File: src/rtl/panel_input_ctrl.sv
// rtl/panel_input_ctrl.sv - front-panel button debounce and display/address/frequency control
// Optional auto-scan of the RAM display address is enabled by defining PANEL_AUTO_SCAN_EN.
module panel_input_ctrl #(
    parameter logic [19:0] DB_LIMIT    = 20'd1000000,
    parameter logic [26:0] SCAN_PERIOD = 27'd50000000
) (
    input  logic       clk,
    input  logic       rst,
    input  logic       btn_mode,
    input  logic       btn_up,
    input  logic       btn_down,
    input  logic       btn_freq,
    output logic [2:0] display,
    output logic [5:0] ram_addr_display,
    output logic       frequency,
    output logic [3:0] btn_evt
);

    logic [3:0]  w_raw;
    logic [3:0]  r_sync1;
    logic [3:0]  r_sync2;
    logic [3:0]  r_stable;
    logic [19:0] r_cnt [4];
    logic [3:0]  w_rise;
    logic [3:0]  r_evt;
    logic [2:0]  r_display;
    logic [5:0]  r_addr;
    logic        r_freq;
    logic [5:0]  w_addr_next;
    logic        w_scan_step;

    assign w_raw = {btn_freq, btn_down, btn_up, btn_mode};

    // A rising edge of the stable level is known one cycle early, so the event
    // pulse is registered in the same edge that commits the new stable level.
    always_comb begin
        w_rise = 4'b0000;
        for (int i = 0; i < 4; i++) begin
            w_rise[i] = r_sync2[i] & ~r_stable[i] & (r_cnt[i] == DB_LIMIT - 20'd1);
        end
    end

    always_ff @(posedge clk or negedge rst) begin
        if (!rst) begin
            r_sync1  <= 4'b0000;
            r_sync2  <= 4'b0000;
            r_stable <= 4'b0000;
            r_evt    <= 4'b0000;
            for (int i = 0; i < 4; i++) begin
                r_cnt[i] <= 20'd0;
            end
        end else begin
            r_sync1 <= w_raw;
            r_sync2 <= r_sync1;
            r_evt   <= w_rise;
            for (int i = 0; i < 4; i++) begin
                if (r_sync2[i] == r_stable[i]) begin
                    r_cnt[i] <= 20'd0;
                end else if (r_cnt[i] == DB_LIMIT - 20'd1) begin
                    r_stable[i] <= r_sync2[i];
                    r_cnt[i]    <= 20'd0;
                end else begin
                    r_cnt[i] <= r_cnt[i] + 20'd1;
                end
            end
        end
    end

`ifdef PANEL_AUTO_SCAN_EN
    logic [26:0] r_scan_cnt;

    // Button moves of the address win over a coincident scan step.
    assign w_scan_step = (r_display == 3'd0) && !(r_evt[1] || r_evt[2])
                         && (r_scan_cnt == SCAN_PERIOD - 27'd1);

    always_ff @(posedge clk or negedge rst) begin
        if (!rst) begin
            r_scan_cnt <= 27'd0;
        end else if (r_display != 3'd0 || r_evt[1] || r_evt[2]) begin
            r_scan_cnt <= 27'd0;
        end else if (r_scan_cnt == SCAN_PERIOD - 27'd1) begin
            r_scan_cnt <= 27'd0;
        end else begin
            r_scan_cnt <= r_scan_cnt + 27'd1;
        end
    end
`else
    assign w_scan_step = 1'b0;
`endif

    always_comb begin
        w_addr_next = r_addr;
        if (r_evt[1] && !r_evt[2]) begin
            w_addr_next = r_addr + 6'd1;
        end else if (r_evt[2] && !r_evt[1]) begin
            w_addr_next = r_addr - 6'd1;
        end else if (w_scan_step) begin
            w_addr_next = r_addr + 6'd1;
        end
    end

    always_ff @(posedge clk or negedge rst) begin
        if (!rst) begin
            r_display <= 3'd0;
            r_addr    <= 6'd0;
            r_freq    <= 1'b0;
        end else begin
            r_addr <= w_addr_next;
            if (r_evt[0]) begin
                r_display <= (r_display == 3'd6) ? 3'd0 : r_display + 3'd1;
            end
            if (r_evt[3]) begin
                r_freq <= ~r_freq;
            end
        end
    end

    assign display          = r_display;
    assign ram_addr_display = r_addr;
    assign frequency        = r_freq;
    assign btn_evt          = r_evt;

endmodule

File: config.mk
export PLATFORM = sky130hd
export DESIGN_NAME = panel_input_ctrl
export DESIGN_NICKNAME = d
export VERILOG_FILES = /design/src/rtl/panel_input_ctrl.sv
export SDC_FILE = /design/constraint.sdc
export NUM_CORES = 1
export LEC_CHECK = 0
export ABC_CLOCK_PERIOD_IN_PS = 3900
export BUFFER_PORTS_ARGS = -buffer_cell sky130_fd_sc_hd__buf_2
export CORE_UTILIZATION = 66
export DETAILED_ROUTE_END_ITERATION = 16
export HOLD_SLACK_MARGIN = 0.02
export PLACE_DENSITY = 0.95
export REMOVE_ABC_BUFFERS = 1
export SLEW_MARGIN = 5
export SYNTH_ARGS = -nofsm -noshare
export SYNTH_HDL_FRONTEND = slang
export SYNTH_SLANG_ARGS = --single-unit
File: constraint.sdc
create_clock -name clk -period 3.9 [get_ports clk]
set_input_delay 0.39 -clock clk [delete_from_list [all_inputs] [get_ports clk]]
set_output_delay 0.39 -clock clk [all_outputs]
set_load 0.02 [all_outputs]
==> impl_results.md <==
- Status: complete, no violations
- Pwr per Cell Area: 356 nW/um^2
- Asr flop ratio synth: 100%
- Global-route wire length before repair: 17800 um
- Complex-gate fraction of the synthesized area: 7.85%
- Multiplexer share of the synthesized area: 1.09%
- Hold-fix buffers at CTS: 0
- Critical path fanouts, max: 11
- Crit. End Element: flop
- Core footprint: 7410 sq um
- Post-Place Worst Slack: 1340 ps
- DR WL/cell: 15.8 um
- R2R cell count: 5
- WHS: 119 ps
- Worst flop-to-flop path endpoint: r_cnt[62]
- Most frequent cells in the layout: dfrtp_1, nor2_1, nand2_1
- H-Tree Depth: 3
- Tightest Hold Check Type: in2reg
- Clock Skew: 9.48 ps
- Critical Path End: r_cnt[62]
- CTS resizes: 0
- TritonCTS clock tree: built
- First-pass iteration count of the detailed router: 5
- Initial antenna violation count: 0
- Adder-cell area share of the yosys netlist: 3.54%
- Max VDD drop: 0.231 mV
- Synth cell types: 41
- I/O Pins: 20
- Req. time, crit path: 4160 ps
- Synth Area in XOR/XNOR: 8.99%
- Grt total ovfl: 0
- Syn avg cell area: 9.89 sq um
- Final setup fails: 0
- Largest net degree at the start of global routing: 87
- Post-CTS Setup Bufs: 0
- Final net count: 562
- Predominant post-synthesis flop cell: dfrtp_1
- Startpoint Class: flop
- Die height: 90.4 um
- Tmin final: 2630 ps
- Max_cap viols: 0
- Hold Path Stages: 1
- Clock latency on the worst-skew pair: 370 ps
- Fmax: 381 MHz
- Worst-path clk slew: 100 ps
- Crit Path Category: reg2reg
- Die area: 8180 sq um
- CTS Buf Count: 9
- Gate Count Post-Synth: 522
- LEAKAGE: 2.32 nW
- Synth warnings: 0
- Root Buffer: clkbuf_8
- Synth Register Bits: 106
- Routed Antenna Nets: 0
- Endpoints failing hold: 0
- Residual DRC: 0
- Setup WS post-layout: 1270 ps
- Routability Congestion: 0.855
- Post-synth top area share: 51.4%
- Total chip power: 1.99 mW
- Final Max Tran Viols: 0
- Clock buffer depth: 2
- Via density: 6.18
- Setup TNS: 0 ps
- Cell accounting for the most synthesized area: dfrtp_1
- # port buffers: 19
- Synth-to-layout area growth: 8.34%
- Vias: 3991
- Clk sinks: 106
- CP Launch Point: r_cnt[62]
- Synth Cell Area: 5160 sq um
- Simple-gate share of the synthesized area: 24.2%
- Post-layout utilization of the core: 75.5%
- Inserted Diodes: 0
- Worst-Margin Slew: 1060 ps
- Commonest non-fill, non-tap cell in the layout: dfrtp_1
- Combinational family with the most area after synthesis: simple AND/OR/NAND/NOR gates
- Initial drt markers: 212
- Width of the die: 90.4 um
- Number of synthesized flops with an enable pin: 0
- Vias in the first global route: 3944
- Top cells by area, synth: dfrtp_1, xnor2_1, nor2_1
- Relative slew slack: 29.0%
- Rows: 31
- DP Wirelength: 6810 um
- Data arrival, critical path: 2880 ps
- Final WL: 10200 um
- Flop2flop setup slack: 1270 ps
- Final period util: 67.3%
- RSZ-0062 raised after global routing: no
- Start of the worst register-to-register path: r_cnt[62]
- Initial Utilization: 69.7%
- Share of layout cells above drive strength 1: 8.59%
- Post-synthesis sequential area ratio: 51.4%
- Gr usage total: 27.1%
## where the power goes
part           switching (mW)  total (mW)  internal [mW]
clock network           0.368       0.800          0.432
logic                  0.0478      0.0659         0.0182
registers              0.0153        1.13           1.11
## critical path, stage by stage, from the launching register on
cell and delay (ps):
dfrtp_1 440, nand4_1 350, or4_1 680, o21bai_1 670, buf_4 300, nor2_1 70
## kinds of logic (layout without fill, tap and decap cells)
logic type / count (synthesis) / after routing
AO/OA/AOI/OAI: 69 / 69
XOR/XNOR: 53 / 53
adder cells (fa/ha/maj): 14 / 14
buffers and inverters: 38 / 63
flip-flops: 106 / 106
multiplexers: 5 / 5
AND/OR/NAND/NOR: 237 / 237
## layout make-up
type | instances | area, sq um
flip-flops and latches | 106 | 2650
multi-input cells | 378 | 2370
fillers | 444 | 1820
clock buffers | 11 | 131
well taps | 99 | 124
repair buffers | 21 | 113
clock inverters | 5 | 108
inverters | 26 | 97.6
## per-layer routing
metal / up-vias / share of wire (%) / track usage, %
met5: - / 0 / 0
met4: 0 / 1.9 / 9.27
met3: 28 / 3.8 / 6.31
met2: 116 / 52 / 46.9
met1: 1964 / 42 / 33.7
li1: 1883 / - / -
## state kept, by name, summed over array words and instances (netlist names)
| name | count |
|---|---|
| btn_evt | 4 |
| display | 3 |
| frequency | 1 |
| r_cnt | 80 |
| r_stable | 4 |
| r_sync1 | 4 |
| r_sync2 | 4 |
| ram_addr_display | 6 |
## through the flow
step                cell area, sq um  instances
finish                          5590        646
global route                    5590        646
floorplan                       5110        510
detailed placement              5340        630
global placement                5340        630
CTS                             5580        646
## Yosys cell counts (5+ instances only)
cell and n:
a21oi_1 27, and4_1 7, or4_1 15, and3_1 6, nor3_1 16, nor2_1 64
nand2_1 37, mux2_2 5, o31ai_1 7, nand4_1 14, or3_1 16, o21ai_0 25
ha_1 13, clkbuf_1 7, inv_1 26, xnor2_1 32, xor2_1 21, nand3_1 34
dfrtp_1 106, nor4_1 12
## worst min path at each step
stage	startpoint	to	slack, ps
2_1_floorplan	rst	btn_evt[0]	90
3_3_place_gp	r_sync1[1]	r_sync2[1]	330
3_5_place_dp	r_sync1[1]	r_sync2[1]	340
4_1_cts	btn_mode	r_sync1[0]	110
5_1_grt	btn_mode	r_sync1[0]	90
6_report	btn_mode	r_sync1[0]	120
No activity file was read; power rests on OpenSTA's default activity.
